[src/rtl/f5_pkg.sv]
// rtl/f5_pkg.sv - shared constants and state encoding for the F5 buffer sequencer
package f5_pkg;

    localparam int F5_DEPTH  = 25;
    localparam int F5_CH     = 16;
    localparam int F5_TOTAL  = F5_DEPTH * F5_CH;
    localparam int F5_RD_LAT = 3;

    typedef enum logic [2:0] {
        ST_IDLE  = 3'd0,
        ST_FILL  = 3'd1,
        ST_FULL  = 3'd2,
        ST_DRAIN = 3'd3,
        ST_FLUSH = 3'd4
    } f5_state_e;

endpackage

[src/rtl/f5_rd_tag_pipe.sv]
// rtl/f5_rd_tag_pipe.sv - delay line carrying (valid, idx, last) alongside the RAM read latency
module f5_rd_tag_pipe #(
    parameter int IW    = 9,
    parameter int DEPTH = 3
) (
    input  logic          clk_i,
    input  logic          clr_i,
    input  logic          valid_i,
    input  logic [IW-1:0] idx_i,
    input  logic          last_i,
    output logic          valid_o,
    output logic [IW-1:0] idx_o,
    output logic          last_o
);

    logic [DEPTH-1:0] valid_q;
    logic [DEPTH-1:0] last_q;
    logic [IW-1:0]    idx_q [DEPTH];

    always_ff @(posedge clk_i) begin
        if (clr_i) begin
            valid_q <= '0;
            last_q  <= '0;
            for (int i = 0; i < DEPTH; i++) begin
                idx_q[i] <= '0;
            end
        end else begin
            valid_q[0] <= valid_i;
            last_q[0]  <= last_i;
            idx_q[0]   <= idx_i;
            for (int i = 1; i < DEPTH; i++) begin
                valid_q[i] <= valid_q[i-1];
                last_q[i]  <= last_q[i-1];
                idx_q[i]   <= idx_q[i-1];
            end
        end
    end

    assign valid_o = valid_q[DEPTH-1];
    assign last_o  = last_q[DEPTH-1];
    assign idx_o   = idx_q[DEPTH-1];

endmodule

[src/rtl/f5_ctrl.sv]
// rtl/f5_ctrl.sv - F5 feature buffer sequencer: word fill, then flattened serial drain to F6
module f5_ctrl
    import f5_pkg::*;
#(
    parameter int DEPTH  = F5_DEPTH,
    parameter int CH     = F5_CH,
    parameter int AW     = 5,
    parameter int SW     = 4,
    parameter int IW     = 9,
    parameter int RD_LAT = F5_RD_LAT
) (
    input  logic          clk,
    input  logic          rst,
    input  logic          s4_valid,
    output logic          s4_ready,
    output logic          f5_wr_en,
    output logic [AW-1:0] f5_waddr,
    input  logic          f6_start,
    output logic [SW-1:0] f5_sel,
    output logic [AW-1:0] f5_raddr,
    output logic          f6_valid,
    output logic [IW-1:0] f6_idx,
    output logic          f6_last,
    output logic          frame_full,
    output logic          busy,
    output logic          ovf_err
);

    localparam int TOTAL = DEPTH * CH;
    localparam int FW    = (RD_LAT > 1) ? $clog2(RD_LAT) : 1;

    f5_state_e      state_q;
    logic [AW-1:0]  waddr_q;
    logic [AW-1:0]  raddr_q;
    logic [IW-1:0]  c_q;
    logic [FW-1:0]  flush_q;
    logic           pending_q;
    logic           full_q;
    logic           ovf_q;

    logic           wr_fire;
    logic           draining;
    logic           last_issue;
    logic           last_word;

    assign s4_ready   = (state_q == ST_IDLE) || (state_q == ST_FILL);
    assign wr_fire    = s4_valid && s4_ready;
    assign draining   = (state_q == ST_DRAIN);
    assign last_issue = draining && (c_q == IW'(TOTAL - 1));
    assign last_word  = (waddr_q == AW'(DEPTH - 1));

    assign f5_wr_en   = wr_fire;
    assign f5_waddr   = waddr_q;
    assign f5_sel     = draining ? c_q[SW-1:0] : '0;
    assign f5_raddr   = raddr_q;
    assign frame_full = full_q;
    assign busy       = (state_q != ST_IDLE);
    assign ovf_err    = ovf_q;

    always_ff @(posedge clk) begin
        if (rst) begin
            state_q   <= ST_IDLE;
            waddr_q   <= '0;
            raddr_q   <= '0;
            c_q       <= '0;
            flush_q   <= '0;
            pending_q <= 1'b0;
            full_q    <= 1'b0;
            ovf_q     <= 1'b0;
        end else begin
            if (s4_valid && !s4_ready) begin
                ovf_q <= 1'b1;
            end
            unique case (state_q)
                ST_IDLE: begin
                    if (f6_start) begin
                        pending_q <= 1'b1;
                    end
                    if (wr_fire) begin
                        waddr_q <= waddr_q + 1'b1;
                        state_q <= ST_FILL;
                    end
                end
                ST_FILL: begin
                    if (f6_start) begin
                        pending_q <= 1'b1;
                    end
                    if (wr_fire) begin
                        if (last_word) begin
                            waddr_q <= '0;
                            full_q  <= 1'b1;
                            // A start seen at any point during the fill skips the FULL wait
                            if (pending_q || f6_start) begin
                                pending_q <= 1'b0;
                                c_q       <= '0;
                                state_q   <= ST_DRAIN;
                            end else begin
                                state_q <= ST_FULL;
                            end
                        end else begin
                            waddr_q <= waddr_q + 1'b1;
                        end
                    end
                end
                ST_FULL: begin
                    if (f6_start) begin
                        c_q     <= '0;
                        state_q <= ST_DRAIN;
                    end
                end
                ST_DRAIN: begin
                    // RAM samples the address one cycle after the channel select
                    raddr_q <= AW'(c_q[IW-1:SW]);
                    if (last_issue) begin
                        full_q  <= 1'b0;
                        flush_q <= '0;
                        state_q <= ST_FLUSH;
                    end else begin
                        c_q <= c_q + 1'b1;
                    end
                end
                ST_FLUSH: begin
                    if (flush_q == FW'(RD_LAT - 1)) begin
                        state_q <= ST_IDLE;
                    end else begin
                        flush_q <= flush_q + 1'b1;
                    end
                end
                default: state_q <= ST_IDLE;
            endcase
        end
    end

    f5_rd_tag_pipe #(
        .IW    (IW),
        .DEPTH (RD_LAT)
    ) u_tag_pipe (
        .clk_i   (clk),
        .clr_i   (rst),
        .valid_i (draining),
        .idx_i   (draining ? c_q : '0),
        .last_i  (last_issue),
        .valid_o (f6_valid),
        .idx_o   (f6_idx),
        .last_o  (f6_last)
    );

endmodule

[config.mk]
export PLATFORM = sky130hd
export DESIGN_NAME = f5_ctrl
export DESIGN_NICKNAME = d
export VERILOG_FILES = /design/src/rtl/f5_pkg.sv /design/src/rtl/f5_rd_tag_pipe.sv /design/src/rtl/f5_ctrl.sv
export SDC_FILE = /design/constraint.sdc
export NUM_CORES = 1
export LEC_CHECK = 0
export BUFFER_PORTS_ARGS = -buffer_cell sky130_fd_sc_hd__buf_2
export CORE_ASPECT_RATIO = 0.7
export CORE_MARGIN = 5
export CORE_UTILIZATION = 50
export DETAILED_ROUTE_END_ITERATION = 10
export GPL_TIMING_DRIVEN = 0
export PLACE_DENSITY = 0.85
export SETUP_SLACK_MARGIN = 0.3
export SLEW_MARGIN = 30
export SYNTH_ARGS = -nofsm -noshare
export SYNTH_HDL_FRONTEND = slang
export SYNTH_SLANG_ARGS = --single-unit
[constraint.sdc]
create_clock -name clk -period 1.65 [get_ports clk]
set_clock_uncertainty 0.2 [all_clocks]
set_input_delay 0.165 -clock clk [delete_from_list [all_inputs] [get_ports clk]]
set_output_delay 0.165 -clock clk [all_outputs]
set_load 0.005 [all_outputs]
==> results of run 1 <==
## repair_timing
item | 4_1_cts | 5_1_grt
gates cloned | 0 | 1
hold buffers | 3 | 0
endpoints found under the hold margin | 6 | 0
setup endpoints to repair | 39 | 44
buffers inserted | 20 | 12
gates resized for setup | 33 | 46
pin swaps | 16 | 22
## worst max-delay path: cells and delay by family, from the launching register on
family          cells  cell delay, ns
flops               1            0.36
buf+inv             2            0.21
simple gates        1            0.24
compound gates      3            0.55
fa+ha+maj           1            0.15
## Yosys cell counts (all sizes together) (3+ instances only)
master / n / area [µm²]
and3: 3 / 30.0
nor2: 17 / 63.8
xor2: 3 / 26.3
nand2: 19 / 71.3
buf: 13 / 96.3
o21ai: 8 / 40.0
inv: 8 / 30.0
and2: 11 / 71.3
ha: 4 / 50.1
clkbuf: 5 / 18.8
nand4: 4 / 25.0
o211ai: 3 / 27.5
a31oi: 5 / 31.3
nand2b: 6 / 47.5
dfxtp: 60 / 1200
nand3: 8 / 40.0
nor2b: 22 / 138
a21oi: 22 / 114
## registers in the layout, summed over array words and instances (netlist names)
register,cells
f5_waddr,5
pending_q,1
ovf_err,1
u_tag_pipe.valid_q,3
f5_raddr,5
state_q,3
u_tag_pipe.last_q,3
u_tag_pipe.idx_q,27
flush_q,2
c_q,9
frame_full,1
## cells by family after synthesis
logic type	Yosys count
flip-flops	60
multiplexers	1
XOR/XNOR	4
AND/OR/NAND/NOR	101
adder cells (fa/ha/maj)	4
AO/OA/AOI/OAI	45
buffers and inverters	27
## layout make-up
| class | count | share of cell area [%] |
|---|---|---|
| flip-flops and latches | 60 | 36.0 |
| multi-input cells | 155 | 35.3 |
| repair buffers | 69 | 14.8 |
| clock buffers | 11 | 4.75 |
| plain buffers | 18 | 4.28 |
| well taps | 55 | 2.01 |
| clock inverters | 5 | 1.68 |
| inverters | 9 | 1.13 |
## through the flow
| stage | setup TNS (ns) | power [µW] | setup WS (ns) | util [%] |
|---|---|---|---|---|
| floorplan | 0 | 1570 | 0.0770 | - |
| global placement | -0.0829 | 1610 | -0.0443 | 59.9 |
| detailed placement | -0.276 | 1610 | -0.0364 | 59.9 |
| CTS | -0.184 | 3030 | -0.0418 | 71.6 |
| global route | -2.54 | 3170 | -0.176 | 77.3 |
| finish | -1.48 | 3070 | -0.148 | 77.3 |
## report_power, final
group / switching [µW] / leakage (µW) / internal (µW)
logic: 110 / 0.000839 / 83.1
clock network: 587 / 0.000114 / 829
registers: 9.89 / 0.000492 / 1450
## layer usage
metal  global-route usage [%]  up-vias
met5                        0        -
met4                     10.9        0
met3                     7.68       37
met2                     35.4      148
met1                     25.4     1006
li1                         -      975
## how the worst max path moves through the flow
stage | slack (ns) | end | cells past startpoint
2_1_floorplan | 0.08 | state_q[0] | 6
3_3_place_gp | -0.04 | state_q[0] | 6
3_5_place_dp | -0.04 | state_q[0] | 6
4_1_cts | -0.04 | f5_sel[3] | 4
5_1_grt | -0.18 | c_q[6] | 7
6_report | -0.15 | c_q[6] | 7
==> results.md, run 1 <==
- CTS root buffer: clkbuf_8
- Die Width: 91.9 µm
- Vias: 2166
- Wl on met1: 2790 µm
- R2r startpoint: f5_waddr[0]
- Min-Delay Endpoint: c_q[3]
- Final setup viols: 19
- Die Height: 67.3 µm
- Ant diodes: 0
- Post-synth EDFFs: 0
- Total grt overflow: 0
- Adder-Cell Fraction of Synth Area: 2.13%
- Synthesized flop and latch total: 60
- Die area: 6190 µm²
- Slew of the pin with the lowest slew margin: 0.592 ns
- Largest net degree at the start of global routing: 12
- Pleak: 0.00145 µW
- Met2 wire len: 3380 µm
- Most common cell after layout, fill and taps aside: dfxtp_1
- Async SR Flop Fraction: 0%
- Pwr dens: 897 nW/µm²
- Worst IR Drop VDD: 0.681 mV
- R2R depth: 7
- Worst Path Max Fanout: 6
- Slowest CP cell: dfxtp_4
- CP required: 1.72 ns
- Cells after synthesis: 242
- Synthesized area per cell: 9.70 µm²
- Normalized max-slew margin: 60.6%
- Post-synthesis mux area share: 0.426%
- Area share of xor/xnor cells in the synthesized design: 1.49%
- Post-route ant nets: 0
- Sequential share of the synthesized area: 51.1%
- Design area: 3420 µm²
- Vias in the first global route: 2007
- Failing checks: setup timing
- R2r endpoint: c_q[6]
- Placer Congestion: 0.921
- Iter 0 DRT Violations: 206
- RSZ-0062 raised after global routing: yes
- Post-DP HPWL: 3370 µm
- Rows: 20
- Initial antenna violation count: 0
- Initial Utilization: 53.0%
- Core area: 4430 µm²
- CTS Buffer Depth: 2
- CTS Sinks: 60
- NumNets Final: 330
- TritonCTS clock tree: yes
- Main synth FF type: dfxtp_1
- Crit end category: flip-flop
- Synth Area in Compound Gates: 11.9%
- Fmax: 0.556 GHz
- Uppermost layer routed: met4
- CP Cell Sequence: inv_2, ha_4, and4b_2, buf_4, a21oi_4, o21bai_4, a31oi_1
- CP Launch Type: flip-flop
- Detailed-route wire length per cell: 18.6 µm
- Port bufs: 33
- Post-Synth Simple-Gate Area: 26.5%
- Syn_nets: 250
- Max cap viols: 0
- Routed via count divided by cell count: 5.67
- DR DRC count: 0
- Netlist Area Pre-Place: 2350 µm²
- Worst Min Path Start: rst
- H-tree Lvls: 3
- Filler cells: 246
- Total iterations of the first detailed-routing run: 6
- Layout cell share with drive strength beyond 1: 51.7%
- Area grow syn2layout: 45.8%
- Slack of the critical path: -0.148 ns
- Hold Path Class: in2reg
- Slowest stage delay, CP: 0.36 ns
- I/O pins: 34
- Setup CP Type: reg2reg
- Fin crit share: 109%
- Reg area: 1230 µm²
- Area taken by multi-input logic gates: 1210 µm²
- Status: complete, but fails checks
- Commonest non-fill, non-tap cells in the layout: dfxtp_1 (48), buf_4 (33), buf_2 (28)
- Synth Warn #: 0
- Final Non-Filler Cells: 382
- Dpl cell area: 2650 µm²
- Final wirelength: 7100 µm
- Largest family of logic cells by synthesized area: simple AND/OR/NAND/NOR gates
- Final hold violations: 0
- Gr usage total: 21.6%
- Hold-critical path depth: 3
- Global-route wire length before repair: 10100 µm
- WL met3: 606 µm
- Clock buffer count from CTS: 9
- Hold_ws: 0.102 ns
- Slew Viols, Final: 0
- Crit path time final: 1.80 ns
- Flop-to-flop setup slack: -0.15 ns
- CTS clk-pin slew, worst paths: 0.07 ns
- Critical Path AT: 1.86 ns
- Clock Latency Late Sink: 0.35 ns
- Placed Cells incl. Taps: 330
- CP Launch Point: f5_waddr[0]
- Library cells used by synthesis: 48
Power figures use the tool's default switching activity.
==> run 2: changes to the inputs <==
MAX_ROUTING_LAYER = met4   (was default)
==> run 2 against run 1 <==
Net effect:
- the run still ends with setup timing left
- utilization hardly changed
- sequential share of layout area barely moved
- wire length is 5.3% lower
- critical path depth did not move
- clock power increased by 22%
- register-to-register slack worse by 0.04 ns
==> results.md, run 2 (synthesized netlist as in run 1, its figures left out) <==
- Area grow syn2layout: 45.7% (about the same)
- Clock buffer count from CTS: 9 (unchanged)
- Post-DP HPWL: 3220 µm (-4.3%)
- Iter 0 DRT Violations: 241 (+17%)
- Final Non-Filler Cells: 373 (-2.4%)
- Initial Utilization: 53.0% (unchanged)
- Final hold violations: 0 (unchanged)
- Vias: 2087 (-3.6%)
- H-tree Lvls: 3 (unchanged)
- Normalized max-slew margin: 62.1% (+1.5 points)
- Ant diodes: 0 (unchanged)
- Die area: 6190 µm² (unchanged)
- CP Cell Sequence: inv_4, ha_4, and4b_2, buf_12, a21oi_4, o21bai_4, a31oi_1
- R2R depth: 7 (unchanged)
- CTS Sinks: 60 (unchanged)
- CTS Buffer Depth: 2 (unchanged)
- Min-Delay Endpoint: u_tag_pipe.last_q[0]
- Pwr dens: 990 nW/µm² (+10%)
- Worst Path Max Fanout: 6 (unchanged)
- Max cap viols: 0 (unchanged)
- Gr usage total: 20.5% (-1.0 points)
- Setup CP Type: reg2reg
- Buf+Inv Stages, Crit Path: 2 (unchanged)
- Pleak: 0.00142 µW (-1.6%)
- DR DRC count: 0 (unchanged)
- Total grt overflow: 0 (unchanged)
- Status: complete, but fails checks
- Crit path time final: 1.84 ns (+0.0404 ns)
- Worst Min Path Start: rst
- Total iterations of the first detailed-routing run: 5 (-1)
- Layout cell share with drive strength beyond 1: 48.7% (-2.9 points)
- R2r startpoint: f5_waddr[0]
- Rows: 20 (unchanged)
- Fin crit share: 111% (+2.4 points)
- NumNets Final: 321 (-2.7%)
- Initial antenna violation count: 0 (unchanged)
- Largest reg by FF count: u_tag_pipe.idx_q
- Port bufs: 33 (unchanged)
- Slew Viols, Final: 0 (unchanged)
- Vias in the first global route: 1844 (-8.1%)
- I/O pins: 34 (unchanged)
- Failing checks: setup timing
- Design area: 3420 µm² (about the same)
- Critical Path AT: 1.90 ns (+0.04 ns)
- Flop-to-flop setup slack: -0.19 ns (-0.04 ns)
- Fmax: 0.544 GHz (-2.2%)
- Detailed-route wire length per cell: 18.0 µm (-3.0%)
- Placer Congestion: 0.927 (+0.74%)
- Die Width: 91.9 µm (unchanged)
- Commonest non-fill, non-tap cells in the layout: dfxtp_1 (47), buf_2 (28), buf_4 (26)
- Slowest stage delay, CP: 0.38 ns (+0.02 ns)
- Slew of the pin with the lowest slew margin: 0.569 ns (-0.0226 ns)
- Routed via count divided by cell count: 5.60 (-1.3%)
- Dpl cell area: 2650 µm² (unchanged)
- CP Launch Type: flip-flop
- Placed Cells incl. Taps: 330 (unchanged)
- Global-route wire length before repair: 9150 µm (-9.1%)
- CTS clk-pin slew, worst paths: 0.08 ns (about the same)
- Core area: 4430 µm² (unchanged)
- R2r endpoint: c_q[8]
- Clock Latency Late Sink: 0.35 ns (about the same)
- Slack of the critical path: -0.189 ns (-0.0404 ns)
- Final wirelength: 6730 µm (-5.3%)
- Hold Path Class: in2reg
- Pwr Total: 3390 µW (+10%)
- Largest net degree at the start of global routing: 13 (+1)
- Die Height: 67.3 µm (unchanged)
- RSZ-0062 raised after global routing: yes
- CP required: 1.71 ns (about the same)
- Worst IR Drop VDD: 0.914 mV (+34%)
- Slowest CP cell: dfxtp_4
- Hold-critical path depth: 3 (unchanged)
- Crit end category: flip-flop
- TritonCTS clock tree: yes
- CP top delay family: compound AO/OA/AOI/OAI gates
- Final setup viols: 14 (-5)
- Post-layout util: 77.3% (about the same)
- Post-route ant nets: 0 (unchanged)
- Filler cells: 239 (-2.8%)
- Largest register FFs: 27 (unchanged)
- CTS root buffer: clkbuf_8
- Top flop regs: u_tag_pipe.idx_q x27, c_q x9
- Most common cell after layout, fill and taps aside: dfxtp_1
## run 2: changes by cell type in the layout (fill, tap and decap cells not counted), sizes merged
cell,previous run,this run
buf,80,71
bufinv,1,3
clkbuf,15,14
clkinv,5,3
inv,8,9
## run 2: cell type report
cell class	instances	area, µm²	share of cell area [%]
inverters	9	41.3	1.21
clock inverters	6	116	3.40
repair buffers	60	454	13.3
well taps	55	68.8	2.01
multi-input cells	155	1220	35.5
plain buffers	18	144	4.20
flip-flops and latches	60	1230	36.0
clock buffers	10	149	4.35
## run 2: worst reg2reg max path: stages (launching register included)
cell	delay, ns
dfxtp_4	0.38
inv_4	0.04
ha_4	0.15
and4b_2	0.27
buf_12	0.15
a21oi_4	0.22
o21bai_4	0.14
a31oi_1	0.21
## run 2: worst max-delay path by stage
stage	start	to	slack [ns]	depth (start not counted)
2_1_floorplan	f5_waddr[0]	state_q[0]	0.08	6
3_3_place_gp	f5_waddr[0]	state_q[0]	-0.04	6
3_5_place_dp	state_q[1]	c_q[6]	-0.05	5
4_1_cts	state_q[2]	f5_sel[3]	-0.05	4
5_1_grt	f5_waddr[0]	c_q[8]	-0.18	7
6_report	f5_waddr[0]	c_q[8]	-0.19	7
## run 2: through the flow
stage / hold slack (ns) / TNS [ns] / worst slack, ns
2_1_floorplan: 0.104 / 0 / 0.0770
3_3_place_gp: 0.218 / -0.0689 / -0.0442
3_5_place_dp: 0.220 / -0.482 / -0.0518
4_1_cts: 0.0240 / -0.227 / -0.0484
5_1_grt: 0.0710 / -1.64 / -0.175
6_report: 0.0840 / -1.29 / -0.189
## run 2: timing repair
| action | in CTS | in global routing |
|---|---|---|
| pin swaps | 9 | 13 |
| hold endpoints to repair | 3 | 0 |
| hold buffers | 3 | 0 |
| setup endpoints to repair | 41 | 44 |
| gates resized for setup | 30 | 40 |
| setup buffers | 15 | 9 |
## run 2: routing by layer
| layer | share of wire [%] | up-vias | track usage (%) |
|---|---|---|---|
| met2 | 46 | 146 | 32.3 |
| met3 | 10 | 21 | 7.80 |
| met5 | 0 | - | - |
| met4 | 2.3 | 0 | 9.44 |
| met1 | 41 | 967 | 23.6 |
| li1 | - | 953 | - |
## run 2: power by group
part | switching, µW | internal, µW
clock network | 628 | 1110
logic | 110 | 86.0
registers | 10.1 | 1450
total | 748 | 2640
==> run 3: changes to the inputs <==
RECOVER_POWER = 100   (was default)
==> run 3 against run 2 <==
Net effect:
- the run still ends with setup timing left
- critical path depth stayed put
- sequential share of layout area is 0.11 points higher
- clock power hardly changed
- utilization is 0.23 points lower
- global-route usage stayed put
- via count is 2.6% higher
- hold slack better by 0.096 ns
- non-clock buffer count stayed put
- sequential power hardly changed
- sequential cell count stayed put
- largest power group unchanged
==> results.md, run 3 (synthesized netlist as in run 1, its figures left out) <==
- Top flop regs: u_tag_pipe.idx_q x27, c_q x9
- Clock buffer count from CTS: 9 (unchanged)
- Global-route wire length before repair: 9150 µm (unchanged)
- Worst Path Max Fanout: 6 (unchanged)
- Slowest stage delay, CP: 0.38 ns (about the same)
- Initial Utilization: 53.0% (unchanged)
- Gr busiest metal: met2
- Most common cell after layout, fill and taps aside: dfxtp_1
- TritonCTS clock tree: yes
- Setup TNS: -1.27 ns (+0.0254 ns)
- Slack of the critical path: -0.184 ns (+0.00478 ns)
- Pwr dens: 993 nW/µm² (+0.24%)
- Largest net degree at the start of global routing: 13 (unchanged)
- Buf+Inv Stages, Crit Path: 2 (unchanged)
- Area grow syn2layout: 45.3%
- Crit path time final: 1.83 ns (-0.00478 ns)
- Commonest non-fill, non-tap cells in the layout: dfxtp_1 (47), nor2b_1 (22), buf_2 (20)
- Status: complete, but fails checks
- Final wirelength: 6730 µm (about the same)
- Core area: 4430 µm² (unchanged)
- Post-route ant nets: 0 (unchanged)
- Hold Path Class: in2reg
- Slew Viols, Final: 0 (unchanged)
- Routed via count divided by cell count: 5.74 (+2.6%)
- Final hold violations: 0 (unchanged)
- CTS root buffer: clkbuf_8
- Met3 Use GR: 7.80% (unchanged)
- Placer Congestion: 0.927 (unchanged)
- Detailed-route wire length per cell: 18.0 µm (about the same)
- Normalized max-slew margin: 61.1% (-0.99 points)
- I/O pins: 34 (unchanged)
- CP Cell Sequence: inv_4, ha_4, and4b_2, buf_12, a21oi_4, o21bai_4, a31oi_1
- CP top delay family: compound AO/OA/AOI/OAI gates
- Ant diodes: 0 (unchanged)
- H-tree Lvls: 3 (unchanged)
- CTS clk-pin slew, worst paths: 0.08 ns (about the same)
- Grt met1 use: 23.6% (unchanged)
- Die Width: 91.9 µm (unchanged)
- Critical Path AT: 1.90 ns (about the same)
- Crit end category: flip-flop
- Post-DP HPWL: 3220 µm (unchanged)
- CTS Buffer Depth: 2 (unchanged)
- Slew of the pin with the lowest slew margin: 0.584 ns (+0.0149 ns)
- RSZ-0062 raised after global routing: yes
- DR DRC count: 0 (unchanged)
- Final setup viols: 14 (unchanged)
- Port bufs: 33 (unchanged)
- Pleak: 0.00138 µW (-2.7%)
- Die area: 6190 µm² (unchanged)
- Final Non-Filler Cells: 373 (unchanged)
- Failing checks: setup timing
- Design area: 3410 µm² (-0.29%)
- Vias: 2141 (+2.6%)
- NumNets Final: 321 (unchanged)
- Largest reg by FF count: u_tag_pipe.idx_q
- Clock Latency Late Sink: 0.35 ns (about the same)
- Max cap viols: 0 (unchanged)
- Die Height: 67.3 µm (unchanged)
- Initial antenna violation count: 0 (unchanged)
- Worst IR Drop VDD: 0.919 mV (+0.54%)
- Slowest CP cell: dfxtp_4
- Gr usage total: 20.5% (unchanged)
- Area taken by multi-input logic gates: 1220 µm² (unchanged)
- CP Launch Type: flip-flop
- Fin crit share: 111% (-0.29 points)
- Largest register FFs: 27 (unchanged)
- Rows: 20 (unchanged)
- Reg area: 1230 µm² (unchanged)
- Layout cell share with drive strength beyond 1: 46.2% (-2.5 points)
- Setup CP Type: reg2reg
- CP required: 1.71 ns (about the same)
- Iter 0 DRT Violations: 232 (-3.7%)
- Filler cells: 247 (+3.3%)
- Dpl cell area: 2650 µm² (unchanged)
- Vias in the first global route: 1844 (unchanged)
- Fmax: 0.545 GHz (+0.26%)
- Total iterations of the first detailed-routing run: 8 (+3)
- Total grt overflow: 0 (unchanged)
- Placed Cells incl. Taps: 330 (unchanged)
- CTS Sinks: 60 (unchanged)
- Met2 global-route usage: 32.3% (unchanged)
-- run 3: cell count changes in the layout (fill, tap and decap cells not counted), sizes merged --
| cell | previous run | this run |
|---|---|---|
| clkbuf | 14 | 29 |
| buf | 71 | 56 |
-- run 3: path summary, 6_finish.rpt --
| check | slack (ns) | depth (start not counted) | end | startpoint |
|---|---|---|---|---|
| max reg2reg | -0.18 | 7 | c_q[8] | f5_waddr[0] |
| min reg2reg | 0.23 | 1 | u_tag_pipe.idx_q[0][23] | u_tag_pipe.idx_q[0][14] |
| min | 0.18 | 5 | state_q[0] | f6_start |
| max | -0.18 | 7 | c_q[8] | f5_waddr[0] |
-- run 3: timing repair --
action / in CTS / in global routing
setup buffers: 15 / 9
cloned: 0 / 0
pin swaps: 9 / 13
endpoints found under the setup margin: 41 / 44
hold endpoints to repair: 3 / 0
gates resized for setup: 30 / 40
hold buffers: 3 / 0
-- run 3: final cells by class --
type	instances	area share, %
sequential	60	36.1
multi-input combinational	155	35.6
timing repair buffer	60	13.0
clock buffer	10	4.36
buffer	18	4.22
clock inverter	6	3.41
tap	55	2.02
inverter	9	1.21
-- run 3: metal layers --
layer	part of all wire, %	vias up
met3	9.8	36
li1	-	954
met5	0	-
met4	3.8	0
met1	41	981
met2	45	170
-- run 3: through the flow --
stage	utilization [%]	worst slack, ns	hold slack (ns)	power [µW]
after detailed placement	59.9	-0.0518	0.220	1610
final	77.0	-0.184	0.180	3390
after floorplan	-	0.0770	0.104	1570
after global placement	59.9	-0.0442	0.218	1610
after CTS	72.0	-0.0484	0.0240	3330
after global routing	77.0	-0.175	0.172	3460
-- run 3: worst reg2reg max path: stages (launching register included) --
cell and delay [ns]:
dfxtp_4 0.38, inv_4 0.04, ha_4 0.15, and4b_2 0.26, buf_12 0.14, a21oi_4 0.22
o21bai_4 0.14, a31oi_1 0.21
-- run 3: power breakdown --
| part | switching (µW) | internal [µW] | total, µW |
|---|---|---|---|
| Clock | 626 | 1100 | 1730 |
| Sequential | 10.2 | 1450 | 1460 |
| Combinational | 110 | 86.1 | 197 |
| Total | 746 | 2640 | 3390 |
